**config.mk**
```make
export PLATFORM = sky130hd
export DESIGN_NAME = rtc_calendar
export DESIGN_NICKNAME = d
export VERILOG_FILES = /design/src/rtl/rtc_calendar.sv
export SDC_FILE = /design/constraint.sdc
export NUM_CORES = 1
export LEC_CHECK = 0
export ABC_AREA = 0
export CAP_MARGIN = 40
export CELL_PAD_IN_SITES_DETAIL_PLACEMENT = 2
export CELL_PAD_IN_SITES_GLOBAL_PLACEMENT = 2
export CORE_AREA = 2 2 146 119
export CTS_BUF_LIST = sky130_fd_sc_hd__clkbuf_2 sky130_fd_sc_hd__clkbuf_4 sky130_fd_sc_hd__clkbuf_8
export DETAILED_ROUTE_END_ITERATION = 8
export DIE_AREA = 0 0 148 121
export HOLD_SLACK_MARGIN = 0.05
export MAX_ROUTING_LAYER = met4
export PLACE_DENSITY_LB_ADDON = 0.25
export SLEW_MARGIN = 20
export SYNTH_ARGS = -nofsm -noshare
export SYNTH_HDL_FRONTEND = slang
export SYNTH_SLANG_ARGS = --single-unit
```
**constraint.sdc**
```tcl
create_clock -name clk -period 9.2 [get_ports clk]
set_input_delay 1.84 -clock clk [delete_from_list [all_inputs] [get_ports clk]]
set_output_delay 1.84 -clock clk [all_outputs]
set_load 0.005 [all_outputs]
```
**src/rtl/rtc_calendar.sv**
```systemverilog
// Real-time clock/calendar: prescaled one-second tick, hh:mm:ss and dd.mm.yyyy with
// Gregorian leap years, time/date overwrites, and ALARM_N hh:mm alarms with sticky flags.
`timescale 1ns/1ps
module rtc_calendar #(
  parameter int CLK_PER_SEC = 100_000_000,
  parameter int YEAR_W      = 12,
  parameter int YEAR_RST    = 2020,
  parameter int ALARM_N     = 2
) (
  input  logic                  clk,
  input  logic                  rst,
  input  logic [16:0]           time_in,
  input  logic                  time_ow,
  input  logic [9+YEAR_W-1:0]   date_in,
  input  logic                  date_ow,
  input  logic [11*ALARM_N-1:0] alarm_time,
  input  logic [ALARM_N-1:0]    alarm_en,
  input  logic [ALARM_N-1:0]    alarm_ack,
  output logic [16:0]           time_out,
  output logic [9+YEAR_W-1:0]   date_out,
  output logic                  sec_tick,
  output logic                  day_tick,
  output logic [ALARM_N-1:0]    alarm_pulse,
  output logic [ALARM_N-1:0]    alarm_flag
);

  localparam int PW = (CLK_PER_SEC > 1) ? $clog2(CLK_PER_SEC) : 1;
  localparam logic [PW-1:0] PRESC_MAX = PW'(CLK_PER_SEC - 1);

  logic [PW-1:0]     r_presc;
  logic [4:0]        r_hour;
  logic [5:0]        r_min;
  logic [5:0]        r_sec;
  logic [4:0]        r_day;
  logic [3:0]        r_month;
  logic [YEAR_W-1:0] r_year;
  logic              r_sec_tick;
  logic              r_day_tick;
  logic [ALARM_N-1:0] r_alarm_pulse;
  logic [ALARM_N-1:0] r_alarm_flag;

  logic              w_tick;
  logic              w_wrap;
  logic              w_day_adv;
  logic [4:0]        w_hour_nx;
  logic [5:0]        w_min_nx;
  logic [5:0]        w_sec_nx;
  logic [4:0]        w_dim;
  logic              w_leap;
  logic [31:0]       w_year32;
  logic [4:0]        w_day_nx;
  logic [3:0]        w_month_nx;
  logic [YEAR_W-1:0] w_year_nx;
  logic [ALARM_N-1:0] w_match;

  // An overwrite in the tick cycle swallows that tick entirely.
  assign w_tick    = (r_presc == PRESC_MAX) && !time_ow;
  assign w_day_adv = w_tick && w_wrap;

  always_comb begin
    w_sec_nx  = r_sec + 6'd1;
    w_min_nx  = r_min;
    w_hour_nx = r_hour;
    w_wrap    = 1'b0;
    if (r_sec >= 6'd59) begin
      w_sec_nx = 6'd0;
      w_min_nx = r_min + 6'd1;
      if (r_min >= 6'd59) begin
        w_min_nx  = 6'd0;
        w_hour_nx = r_hour + 5'd1;
        if (r_hour >= 5'd23) begin
          w_hour_nx = 5'd0;
          w_wrap    = 1'b1;
        end
      end
    end
  end

  assign w_year32 = 32'(r_year);
  assign w_leap   = (w_year32 % 32'd4 == 32'd0) &&
                    ((w_year32 % 32'd100 != 32'd0) || (w_year32 % 32'd400 == 32'd0));

  always_comb begin
    case (r_month)
      4'd4, 4'd6, 4'd9, 4'd11: w_dim = 5'd30;
      4'd2:                    w_dim = w_leap ? 5'd29 : 5'd28;
      default:                 w_dim = 5'd31;
    endcase
  end

  always_comb begin
    w_day_nx   = r_day + 5'd1;
    w_month_nx = r_month;
    w_year_nx  = r_year;
    if (r_day >= w_dim) begin
      w_day_nx = 5'd1;
      if (r_month >= 4'd12) begin
        w_month_nx = 4'd1;
        w_year_nx  = r_year + 1'b1;
      end else begin
        w_month_nx = r_month + 4'd1;
      end
    end
  end

  generate
    for (genvar gi = 0; gi < ALARM_N; gi++) begin : g_alarm
      assign w_match[gi] = w_tick && (w_sec_nx == 6'd0) && alarm_en[gi] &&
                           ({w_hour_nx, w_min_nx} == alarm_time[11*gi +: 11]);
    end
  endgenerate

  always_ff @(posedge clk or posedge rst) begin
    if (rst) begin
      r_presc       <= '0;
      r_hour        <= '0;
      r_min         <= '0;
      r_sec         <= '0;
      r_day         <= 5'd1;
      r_month       <= 4'd1;
      r_year        <= YEAR_W'(YEAR_RST);
      r_sec_tick    <= 1'b0;
      r_day_tick    <= 1'b0;
      r_alarm_pulse <= '0;
      r_alarm_flag  <= '0;
    end else begin
      r_sec_tick    <= w_tick;
      r_day_tick    <= w_day_adv;
      r_alarm_pulse <= w_match;
      // Set beats a simultaneous acknowledge.
      r_alarm_flag  <= (r_alarm_flag & ~alarm_ack) | w_match;

      if (time_ow) begin
        r_presc                 <= '0;
        {r_hour, r_min, r_sec}  <= time_in;
      end else if (w_tick) begin
        r_presc <= '0;
        r_hour  <= w_hour_nx;
        r_min   <= w_min_nx;
        r_sec   <= w_sec_nx;
      end else begin
        r_presc <= r_presc + 1'b1;
      end

      if (date_ow) begin
        {r_day, r_month, r_year} <= date_in;
      end else if (w_day_adv) begin
        r_day   <= w_day_nx;
        r_month <= w_month_nx;
        r_year  <= w_year_nx;
      end
    end
  end

  assign time_out    = {r_hour, r_min, r_sec};
  assign date_out    = {r_day, r_month, r_year};
  assign sec_tick    = r_sec_tick;
  assign day_tick    = r_day_tick;
  assign alarm_pulse = r_alarm_pulse;
  assign alarm_flag  = r_alarm_flag;

endmodule

```
==> impl.org <==
** Run status
- Status :: complete, no violations

** Die
- Chip height :: 121 µm
- Area of the die :: 17900 µm²
- Floorplan row count :: 42
- Effective utilization at floorplan :: 0.326
- From left edge to right edge, the die measures 148 µm.
- Core ar. :: 16400 µm²
- Top-level port count :: 112

** Yosys
- Count of state elements after synthesis :: 71
- The share of the Yosys chip area taken by registers is 0.334.
- Yosys Warn Count :: 0
- Post-synth ARST share :: 1.00
- Post-synth cell types :: 74
- Synthesis produced a netlist with a net count of 750.
- Synthesized area per cell :: 8.01 µm²
- Count of mapped cells out of synthesis :: 668
- In this run, synthesis inferred 0 flip-flops with an integrated enable.
- Commonest register cell after synthesis :: dfrtp_1
- The cell area that synthesis handed to floorplanning was 5350 µm².

** Setup path
- The worst setup path is launched from a flop.
- The worst register-to-register path begins at r_year[8]$_DFFE_PP1P_.
- In this run the critical register-to-register path is captured at r_year[3]$_DFFE_PP0P_.
- Worst Setup EP :: r_year[3]$_DFFE_PP0P_
- Critical path capture point type :: flop
- The worst register-to-register path has a depth of 23.
- Type of the setup path with the least slack :: flop to flop
- Tracing the worst setup path back leads to its startpoint at r_year[8]$_DFFE_PP1P_.
- Required @ worst endpoint :: 9.43 ns
- Maximum fanout count along the critical path :: 21
- R2R Setup Slk :: 2.29 ns
- Arrival time worst endpoint :: 7.14 ns

** Worst hold path
- Class of the tightest hold or removal check :: flop to flop

** STA
- Setup repair after global routing left no endpoint under its margin.
- The tightest hold path in the finished design has a slack of 0.507 ns.
- Final Hold Viols :: 0
- For this run, the top clock speed supported by timing is 145 MHz.
- For the pin with the worst max-slew slack, the measured transition is 0.763 ns.
- Subtracting the final worst setup slack from the clock period gives 6.91 ns.
- Clock skew on the completed layout was measured at 0.0109 ns.
- The max-slew violation count came to 0.
- Number of setup violations in the final report :: 0
- Period Utilization, post-route :: 0.751
- Measured against its own limit, the worst slew margin works out to 0.486.
- Setup TNS :: 0 ns

** Detailed routing
- WL per Instance :: 20.0 µm
- Final ANT Viol Nets :: 0
- The first TritonRoute pass finished after 4 iterations.
- After detailed routing, the number of remaining DRC violations is 0.
- Vias per cell :: 5.57
- For this block, the via count after detailed routing is 5508.
- Final WL :: 19.8 mm
- After the first detailed-routing iteration, the DRC count stood at 220.

** Clock network
- # H-tree levels :: 3
- After clock tree synthesis, the clock-pin slew on the worst setup and hold paths is 0.08 ns.
- TritonCTS built the clock tree.
- Clock tree sinks :: 71
- For this design, the CTS-stage hold fixing added 0 buffers.
- Post-CTS timing repair inserted 0 buffers for setup.
- Buffer depth of the longest clock path :: 2
- CTS resizes :: 0
- Buffers inserted during clock tree synthesis total 9.
- Cell chosen for the clock root :: clkbuf_8
- Clock network latency to the later pin of the worst-skew pair :: 0.36 ns

** Run
- Max cap viols :: 0

** Power
- Across the VDD grid, the largest voltage drop is 0.0827 mV.
- Cell area power density :: 243 nW/µm²
- Leakage power :: 2.70 nW
- Power after layout :: 1.68 mW

** GRT
- The first global-routing pass estimated 32.7 mm of wire.
- In the global route stage, overall resource usage came out at 0.235.
- The number of global-route vias before repair is 6024.
- Entering global routing, the biggest net connects 40 pins.
- Initial antenna violation count :: 0
- For this run the aggregate overflow at the end of global routing stands at 0.

** Layout
- Share of final-layout standard cells stronger than drive strength 1 :: 0.0664
- Relative to the synthesized area, the layout overhead comes to 29.2%.
- Count of antenna diodes in the layout :: 0
- Final Net Count :: 845
- Final std cells w/o fill :: 988

** Place
- Summed over all nets, the half-perimeter wirelength after detailed placement is 15.1 mm.
- Placed instance count :: 972
- Count of buffers from port buffering :: 111
- Weighted congestion at the end of routability-driven global placement :: 0.870
==> synth_stat cells (all sizes together), types with 2 or more instances <==
library cell,count,area share
nor2,74,0.052
o21ai,70,0.066
nand2,64,0.045
dfrtp,62,0.29
a21oi,48,0.047
nand3,34,0.032
clkbuf,28,0.020
xnor2,25,0.041
xor2,24,0.039
inv,21,0.015
nor3,21,0.020
and3,19,0.023
ha,14,0.033
mux2i,12,0.022
a22oi,9,0.013
dfstp,9,0.044
nor2b,9,0.011
a31oi,8,0.0094
nor4,8,0.0094
o22ai,7,0.0082
a21o,6,0.0084
buf,6,0.0077
mux2,6,0.014
nand2b,6,0.0070
or2,6,0.0070
nand4,5,0.0058
o211ai,5,0.0080
or3,5,0.0058
a2111o,4,0.0084
and2,4,0.0047
o2111ai,4,0.0066
a211oi,3,0.0051
nor3b,3,0.0042
o21a,3,0.0042
o31ai,3,0.0042
o32ai,3,0.0063
a211o,2,0.0033
a221oi,2,0.0044
a311oi,2,0.0033
maj3,2,0.0037
nor4b,2,0.0033
o41ai,2,0.0033
==> worst min path at each step <==
| stage | start | slack (ns) | endpoint | depth (start not counted) |
|---|---|---|---|---|
| final | r_presc[0]$_DFF_PP0_ | 0.51 | r_presc[0]$_DFF_PP0_ | 1 |
| after global routing | r_presc[0]$_DFF_PP0_ | 0.55 | r_presc[0]$_DFF_PP0_ | 1 |
| after CTS | r_presc[0]$_DFF_PP0_ | 0.52 | r_presc[0]$_DFF_PP0_ | 1 |
| after detailed placement | alarm_flag[0]$_DFF_PP0_ | 0.50 | alarm_flag[0]$_DFF_PP0_ | 1 |
| after global placement | alarm_flag[0]$_DFF_PP0_ | 0.47 | alarm_flag[0]$_DFF_PP0_ | 1 |
| after floorplan | r_presc[0]$_DFF_PP0_ | 0.45 | r_presc[0]$_DFF_PP0_ | 1 |
==> worst max-delay path: stages (launching register included) <==
cell and delay [ns]:
dfstp_2 0.78, nor3_1 0.14, nor2_1 0.13, ha_1 0.26
nor2b_1 0.28, a221oi_2 0.15, a211oi_2 0.37, o221ai_2 0.25
a31o_1 0.32, a2111o_1 0.47, a2111oi_0 0.39, or3_1 0.22
and3_4 0.21, mux2_4 0.30, o21ai_0 0.22, o211ai_2 0.12
ha_1 0.28, nand2b_1 0.11, a21oi_1 0.09, o21ai_0 0.48
nand2_1 0.37, or2_2 0.53, o21ai_0 0.22, o21ai_0 0.10
==> stage by stage <==
stage	util	setup slack, ns	cell area, µm²
4_1_cts	0.422	2.30	6910
3_5_place_dp	0.406	2.38	6660
6_report	0.422	2.29	6910
3_3_place_gp	0.404	2.88	6630
5_1_grt	0.422	1.74	6910
2_1_floorplan	-	3.02	5350
==> metal layers <==
metal	up-vias	wire (µm)	part of all wire	global-route usage
li1	2606	-	-	-
met1	2784	9370	0.47	0.314
met2	105	9450	0.48	0.380
met3	13	818	0.041	0.0440
met4	0	153	0.0077	0.0363
met5	-	0	0	-
==> power by group <==
group	total [mW]	switching [mW]	internal, mW
sequential	0.469	0.111	0.358
clock	0.322	0.131	0.191
combinational	0.891	0.501	0.390
==> logic make-up (layout without fill, tap and decap cells) <==
| group | Yosys count | after routing | synth area share |
|---|---|---|---|
| DFF | 71 | 71 | 0.334 |
| AOI/OAI and AO/OA | 196 | 196 | 0.237 |
| xor gates and xnor gates | 49 | 49 | 0.0803 |
| buffers and inverters | 55 | 155 | 0.0421 |
| adders and majority gates | 16 | 16 | 0.0365 |
| muxes | 18 | 18 | 0.0365 |
| and+or+nand+nor | 263 | 263 | 0.234 |
==> sequential cells by signal, indices dropped and copies added (netlist names) <==
name / flops
r_sec: 6
alarm_flag: 2
r_month: 4
sec_tick: 1
r_year: 12
day_tick: 1
alarm_pulse: 2
r_presc: 27
r_min: 6
r_hour: 5
r_day: 5
==> layout by cell type (no fill, tap or decap), drive strengths merged, types with 5 or more instances in the layout <==
cell type | Yosys | routed
clkdlybuf4s50 | 0 | 111
nor2 | 74 | 74
o21ai | 70 | 70
nand2 | 64 | 64
dfrtp | 62 | 62
a21oi | 48 | 48
nand3 | 34 | 34
xnor2 | 25 | 25
xor2 | 24 | 24
nor3 | 21 | 21
inv | 21 | 21
and3 | 19 | 19
ha | 14 | 14
mux2i | 12 | 12
clkbuf | 28 | 11
nor2b | 9 | 9
a22oi | 9 | 9
dfstp | 9 | 9
nor4 | 8 | 8
a31oi | 8 | 8
o22ai | 7 | 7
buf | 6 | 7
nand2b | 6 | 6
a21o | 6 | 6
or2 | 6 | 6
mux2 | 6 | 6
nand4 | 5 | 5
or3 | 5 | 5
o211ai | 5 | 5
==> final cells by class <==
| type | count | area [µm²] |
|---|---|---|
| Tap cell | 220 | 275 |
| Clock inverter | 5 | 106 |
| Inverter | 21 | 78.8 |
| Fill cell | 1879 | 9480 |
| Clock buffer | 11 | 145 |
| Multi-Input combinational cell | 542 | 3330 |
| Sequential cell | 71 | 1790 |
| Timing Repair Buffer | 118 | 1180 |
(Power assumes the default switching activity.)
